<file path="src/rtl/ws2812_pkg.sv">
// ws2812_pkg
// Shared types and constants for the WS2812 serial output stage.
//   state_t     : FSM state encoding
//   FRAME_BITS  : bits per frame (GRB, 8 bits each)
//   *_DEF       : default bit/latch timing in clk cycles
package ws2812_pkg;

   typedef enum logic [1:0] {
      IDLE      = 2'd0,
      SEND_HIGH = 2'd1,
      SEND_LOW  = 2'd2,
      LATCH     = 2'd3
   } state_t;

   localparam int FRAME_BITS  = 24;
   localparam int BIT_CNT_W   = 5;

   localparam int T0H_DEF     = 4;
   localparam int T1H_DEF     = 8;
   localparam int BIT_DEF     = 13;
   localparam int RESET_DEF   = 600;

endpackage

</file>
<file path="src/rtl/ws2812_if.sv">
// ws2812_if
// Bundles the level/start request side and the status/serial side of the
// WS2812 driver.
//   level0/1/2 : red/green/blue levels (master -> slave)
//   start      : one-frame request      (master -> slave)
//   busy       : frame or latch gap in progress (slave -> master)
//   done       : one-cycle pulse at end of latch gap (slave -> master)
//   led_out    : serial line to the LED (slave -> master)
interface ws2812_if;

   logic [7:0] level0;
   logic [7:0] level1;
   logic [7:0] level2;
   logic       start;
   logic       busy;
   logic       done;
   logic       led_out;

   modport master (
      output level0, level1, level2, start,
      input  busy, done, led_out
   );

   modport slave (
      input  level0, level1, level2, start,
      output busy, done, led_out
   );

endinterface

</file>
<file path="src/rtl/ws2812_driver.sv">
// ws2812_driver
// Drives one WS2812-class LED over a one-wire NRZ link. A frame is 24 bits
// in GRB order, MSB first, followed by a low latch gap.
//   clk    : block clock
//   reset  : synchronous, active-high
//   bus    : ws2812_if.slave (levels, start, busy, done, led_out)
// Optional feature: define WS2812_AUTO_REFRESH_EN to launch a frame from IDLE
// whenever the levels differ from those captured for the previous frame.
//
// state     | meaning
// ----------+-------------------------------------------------
// IDLE      | line low, waiting for start (or level change)
// SEND_HIGH | line high for T0H/T1H depending on current MSB
// SEND_LOW  | line low for the rest of the bit period
// LATCH     | line low for RESET_CYCLES, then done pulse
module ws2812_driver
   import ws2812_pkg::*;
#(
   parameter int T0H_CYCLES   = T0H_DEF,
   parameter int T1H_CYCLES   = T1H_DEF,
   parameter int BIT_CYCLES   = BIT_DEF,
   parameter int RESET_CYCLES = RESET_DEF
) (
   input  logic   clk,
   input  logic   reset,
   ws2812_if.slave bus
);

   localparam int CNT_MAX = (BIT_CYCLES > RESET_CYCLES) ? BIT_CYCLES : RESET_CYCLES;
   localparam int CNT_W   = $clog2(CNT_MAX + 1);

   // Terminal counts: the counter runs 0..N-1 in each state.
   localparam logic [CNT_W-1:0] T0H_LAST   = CNT_W'(T0H_CYCLES - 1);
   localparam logic [CNT_W-1:0] T1H_LAST   = CNT_W'(T1H_CYCLES - 1);
   localparam logic [CNT_W-1:0] T0L_LAST   = CNT_W'(BIT_CYCLES - T0H_CYCLES - 1);
   localparam logic [CNT_W-1:0] T1L_LAST   = CNT_W'(BIT_CYCLES - T1H_CYCLES - 1);
   localparam logic [CNT_W-1:0] LATCH_LAST = CNT_W'(RESET_CYCLES - 1);
   localparam logic [BIT_CNT_W-1:0] LAST_BIT = BIT_CNT_W'(FRAME_BITS - 1);

   state_t                 state, state_nxt;
   logic [FRAME_BITS-1:0]  shift_reg, shift_nxt;
   logic [BIT_CNT_W-1:0]   bit_cnt, bit_nxt;
   logic [CNT_W-1:0]       cyc_cnt, cyc_nxt;
   logic                   led_q, busy_q, done_q;
   logic                   launch;
   logic [FRAME_BITS-1:0]  levels;

   assign levels = {bus.level1, bus.level0, bus.level2};

`ifdef WS2812_AUTO_REFRESH_EN
   // Levels sent in the last frame; cleared by reset so that non-zero levels
   // after reset produce one frame.
   logic [FRAME_BITS-1:0] last_levels;

   assign launch = bus.start || (levels != last_levels);

   always_ff @(posedge clk) begin
      if (reset) begin
         last_levels <= '0;
      end else if (state == IDLE && launch) begin
         last_levels <= levels;
      end
   end
`else
   assign launch = bus.start;
`endif

   always_comb begin
      state_nxt = state;
      shift_nxt = shift_reg;
      bit_nxt   = bit_cnt;
      cyc_nxt   = cyc_cnt + CNT_W'(1);
      case (state)
         IDLE: begin
            cyc_nxt = '0;
            if (launch) begin
               state_nxt = SEND_HIGH;
               shift_nxt = levels;
               bit_nxt   = '0;
            end
         end
         SEND_HIGH: begin
            if (cyc_cnt == (shift_reg[FRAME_BITS-1] ? T1H_LAST : T0H_LAST)) begin
               state_nxt = SEND_LOW;
               cyc_nxt   = '0;
            end
         end
         SEND_LOW: begin
            // MSB is still the bit being sent; shifting happens at the end.
            if (cyc_cnt == (shift_reg[FRAME_BITS-1] ? T1L_LAST : T0L_LAST)) begin
               cyc_nxt   = '0;
               shift_nxt = {shift_reg[FRAME_BITS-2:0], 1'b0};
               if (bit_cnt == LAST_BIT) begin
                  state_nxt = LATCH;
                  bit_nxt   = '0;
               end else begin
                  state_nxt = SEND_HIGH;
                  bit_nxt   = bit_cnt + BIT_CNT_W'(1);
               end
            end
         end
         LATCH: begin
            if (cyc_cnt == LATCH_LAST) begin
               state_nxt = IDLE;
               cyc_nxt   = '0;
            end
         end
         default: begin
            state_nxt = IDLE;
            cyc_nxt   = '0;
         end
      endcase
   end

   // Outputs are registered from the next state so they line up with it.
   always_ff @(posedge clk) begin
      if (reset) begin
         state     <= IDLE;
         shift_reg <= '0;
         bit_cnt   <= '0;
         cyc_cnt   <= '0;
         led_q     <= 1'b0;
         busy_q    <= 1'b0;
         done_q    <= 1'b0;
      end else begin
         state     <= state_nxt;
         shift_reg <= shift_nxt;
         bit_cnt   <= bit_nxt;
         cyc_cnt   <= cyc_nxt;
         led_q     <= (state_nxt == SEND_HIGH);
         busy_q    <= (state_nxt != IDLE);
         done_q    <= (state == LATCH) && (state_nxt == IDLE);
      end
   end

   assign bus.led_out = led_q;
   assign bus.busy    = busy_q;
   assign bus.done    = done_q;

endmodule

</file>
<file path="src/flat_wrapper.sv">
// flat-port wrapper written by rule: the top's interface ports become plain ports
module ws2812_driver_flat import ws2812_pkg::*;
#(
   parameter int T0H_CYCLES   = T0H_DEF,
   parameter int T1H_CYCLES   = T1H_DEF,
   parameter int BIT_CYCLES   = BIT_DEF,
   parameter int RESET_CYCLES = RESET_DEF
)
  (clk, reset, bus_level0, bus_level1, bus_level2, bus_start, bus_busy, bus_done, bus_led_out);
  ws2812_if bus_i ();
  input  logic clk;
  input  logic reset;
  input wire logic [$bits(bus_i.level0)-1:0] bus_level0;
  input wire logic [$bits(bus_i.level1)-1:0] bus_level1;
  input wire logic [$bits(bus_i.level2)-1:0] bus_level2;
  input wire logic [$bits(bus_i.start)-1:0] bus_start;
  output wire logic [$bits(bus_i.busy)-1:0] bus_busy;
  output wire logic [$bits(bus_i.done)-1:0] bus_done;
  output wire logic [$bits(bus_i.led_out)-1:0] bus_led_out;
  assign bus_i.level0 = bus_level0;
  assign bus_i.level1 = bus_level1;
  assign bus_i.level2 = bus_level2;
  assign bus_i.start = bus_start;
  assign bus_busy = bus_i.busy;
  assign bus_done = bus_i.done;
  assign bus_led_out = bus_i.led_out;
  ws2812_driver #(.T0H_CYCLES(T0H_CYCLES), .T1H_CYCLES(T1H_CYCLES), .BIT_CYCLES(BIT_CYCLES), .RESET_CYCLES(RESET_CYCLES)) u_core (.clk(clk), .reset(reset), .bus(bus_i));
endmodule
</file>
<file path="config.mk">
export PLATFORM = sky130hd
export DESIGN_NAME = ws2812_driver_flat
export DESIGN_NICKNAME = d
export VERILOG_FILES = /design/src/rtl/ws2812_pkg.sv /design/src/rtl/ws2812_if.sv /design/src/rtl/ws2812_driver.sv /design/src/flat_wrapper.sv
export SDC_FILE = /design/constraint.sdc
export NUM_CORES = 1
export LEC_CHECK = 0
export ABC_AREA = 1
export ABC_CLOCK_PERIOD_IN_PS = 2790
export CORE_MARGIN = 1.5
export CORE_UTILIZATION = 58
export DETAILED_ROUTE_END_ITERATION = 8
export PLACE_DENSITY = 0.95
export SLEW_MARGIN = 25
export SYNTH_ARGS = -nofsm -noshare
export SYNTH_HDL_FRONTEND = slang
export SYNTH_SLANG_ARGS = --single-unit
</file>
<file path="constraint.sdc">
create_clock -name clk -period 2.79 [get_ports clk]
set_input_delay 0.558 -clock clk [delete_from_list [all_inputs] [get_ports clk]]
set_output_delay 0.558 -clock clk [all_outputs]
set_load 0.03 [all_outputs]
</file>
==> results.ini <==
[outcome]
status = completed

[synth]
synth_area_um2 = 2190
ys_seq_area_frac = 0.403
synthArstFlopShare = 0
synth_area_per_cell_um2 = 6.55
synth_edf_count = 0
synth_top_area_cell = dfxtp_1
synthCells = 334
syn_nets = 364
synth_cell_types = 26
synth.area.top_cells = dfxtp_1 40%, nand2_1 19%, nor2_1 13%
synthFlopType = dfxtp_1
ys_warn_count = 0
yosysTopAreaCellShare = 0.403
ys_ff_latch = 44

[drt]
drt_wl_total_mm = 4.52
firstDrtPassIters = 4
viasPerCell = 5.05
dr.first_iter.drc_count = 166
drc_errors = 0
vias = 2055
wl_per_cell_um = 11.1
antenna_left = 0

[final_layout]
fin_util = 0.697
syn_to_final_growth_pct = 15.7
fin_cells = 407
layout-drive-gt1-share = 0.0641
nets = 389
largest_reg_flops = 24
diodes = 0
fin_area_um2 = 2530

[global_route]
gr-total-overflow = 0
track_usage = 0.242
grt_pass1_wl_mm = 8.07
grt_pass1_vias = 1971
grt_max_degree = 33
antenna_found_initial = 0

[floorplan]
core_area_um2 = 3630
num_io_pins = 30
rows = 22
die-area_um2 = 4150
initial_core_util = 0.602
die_h_um = 64.4
die_w_um = 64.4

[critical_path]
r2r-start = u_core.state[1]
crit_path_start = u_core.bus.done
worstSetupEndpointType = output port
cp_top_family = buffers and inverters
required_ns = 2.23
path_max_fanout = 1
critPathBufInv = 1
r2r_cells = 7
critPathLaunchType = flip-flop
cp.depth = 1
worstPathArrival_ns = 1.28
slowest_delay_ns = 0.67
crit_type = reg -> out
worstPathCellList = clkdlybuf4s50_1
critPathSlowestCell = clkdlybuf4s50_1

[power_and_ir_drop]
vdd_drop_max_mv = 0.434
finalPower_mw = 1.43
p_leak_nw = 1.16
power.density_nw_per_um2 = 565

[placed_design]
dp_cells = 400
io_buffers = 29
pre_cts_slack_ns = 0.768
placed_cell_area_um2 = 2450
finalWeightedCongestion = 0.859
dp_hpwl_mm = 3.20

[flow_run]
drv_cap = 0

[sta]
tns_ns = 0
whs_ns = 0.481
max_slew_margin = 0.532
drv_slew = 0
worst_slack_ns = 0.947
period_needed_ns = 1.84
rsz0062_at_grt = false
post-route-period-util = 0.661
worstMarginPinSlew_ns = 0.701
clock-skew-final_ns = 0.00547
finalSetupViolations = 0
finalHoldViolations = 0
fmax_mhz = 543

[clock_network]
ctsRootBufferMaster = clkbuf_8
cts.sinks = 44
clock_latency_ns = 0.29
path_clk_slew_ns = 0.07
cts_hold_buffers = 0
clockBufferDepth = 2
postCtsSetupBuffers = 0
cts_max_level = 2
cts-resized-gates = 0
tritoncts = yes
numCtsBuffers = 5

[worst_hold_path]
min_from = u_core.shift_reg[0]
hold_path_depth = 2
min_path_type = reg -> reg

## logic make-up after synthesis
kind of cell | synth area share
buffers and inverters | 0.0840
xor gates and xnor gates | 0.0320
and+or+nand+nor | 0.383
DFF | 0.403
AOI/OAI and AO/OA | 0.0812
adders and majority gates | 0.0172
## metal layers
metal / track usage / wire, um / share of wire / up-vias
met2: 0.436 / 2290 / 0.51 / 41
met1: 0.287 / 2000 / 0.44 / 931
met4: 0.0931 / 68 / 0.015 / 0
met3: 0.0417 / 155 / 0.034 / 8
met5: 0 / 0 / 0 / -
li1: - / - / - / 1075
## cells in the final DEF, fill, tap and decap left out
cell type / Yosys / layout
clkdlybuf4s50_1: 0 / 29
nand3_2: 1 / 1
nand2_1: 111 / 111
nor3_1: 1 / 1
nand3b_1: 1 / 1
xor2_1: 6 / 6
nand3_1: 12 / 12
inv_1: 20 / 20
nand2_2: 1 / 1
or2_2: 1 / 1
dfxtp_1: 44 / 44
a21oi_2: 1 / 1
clkbuf_8: 0 / 5
clkinv_2: 0 / 1
buf_4: 1 / 1
xnor2_1: 2 / 2
a21oi_1: 7 / 7
o21ai_2: 1 / 1
nor2_1: 74 / 74
o21ai_1: 8 / 8
inv_4: 1 / 1
inv_2: 3 / 3
o21ai_0: 17 / 17
nand2_4: 1 / 1
ha_1: 3 / 3
clkbuf_1: 2 / 1
nor2_2: 6 / 6
## power by group
part           leakage (nW)  switching [mW]  internal [mW]
sequential            0.361          0.0393          0.695
combinational         0.756           0.205          0.121
clock                0.0410           0.199          0.170
total                  1.16           0.444          0.986
## final cells by class
cell class / instances / area [um2]
fillers: 314 / 1100
inverters: 24 / 92.6
clock inverters: 1 / 5.00
flip-flops and latches: 44 / 881
clock buffers: 6 / 72.6
repair buffers: 30 / 298
multi-input cells: 254 / 1120
well taps: 48 / 60.1
## path summary, 6_finish.rpt
check	to	slack, ns
worst min-delay path	u_core.shift_reg[0]	0.48
worst max-delay path	bus_done	0.95
worst min register to register	u_core.shift_reg[0]	0.48
worst max register to register	u_core.bit_cnt[1]	0.95
## Yosys cell counts, types with 2 or more instances
cell type	number
nand2_1	111
dfxtp_1	44
nor2_1	74
inv_1	20
xnor2_1	2
ha_1	3
inv_2	3
nand3_1	12
buf_6	5
xor2_1	6
o21ai_0	17
nor2_2	6
buf_2	4
clkbuf_1	2
a21oi_1	7
o21ai_1	8
Power figures use the tool's default switching activity.
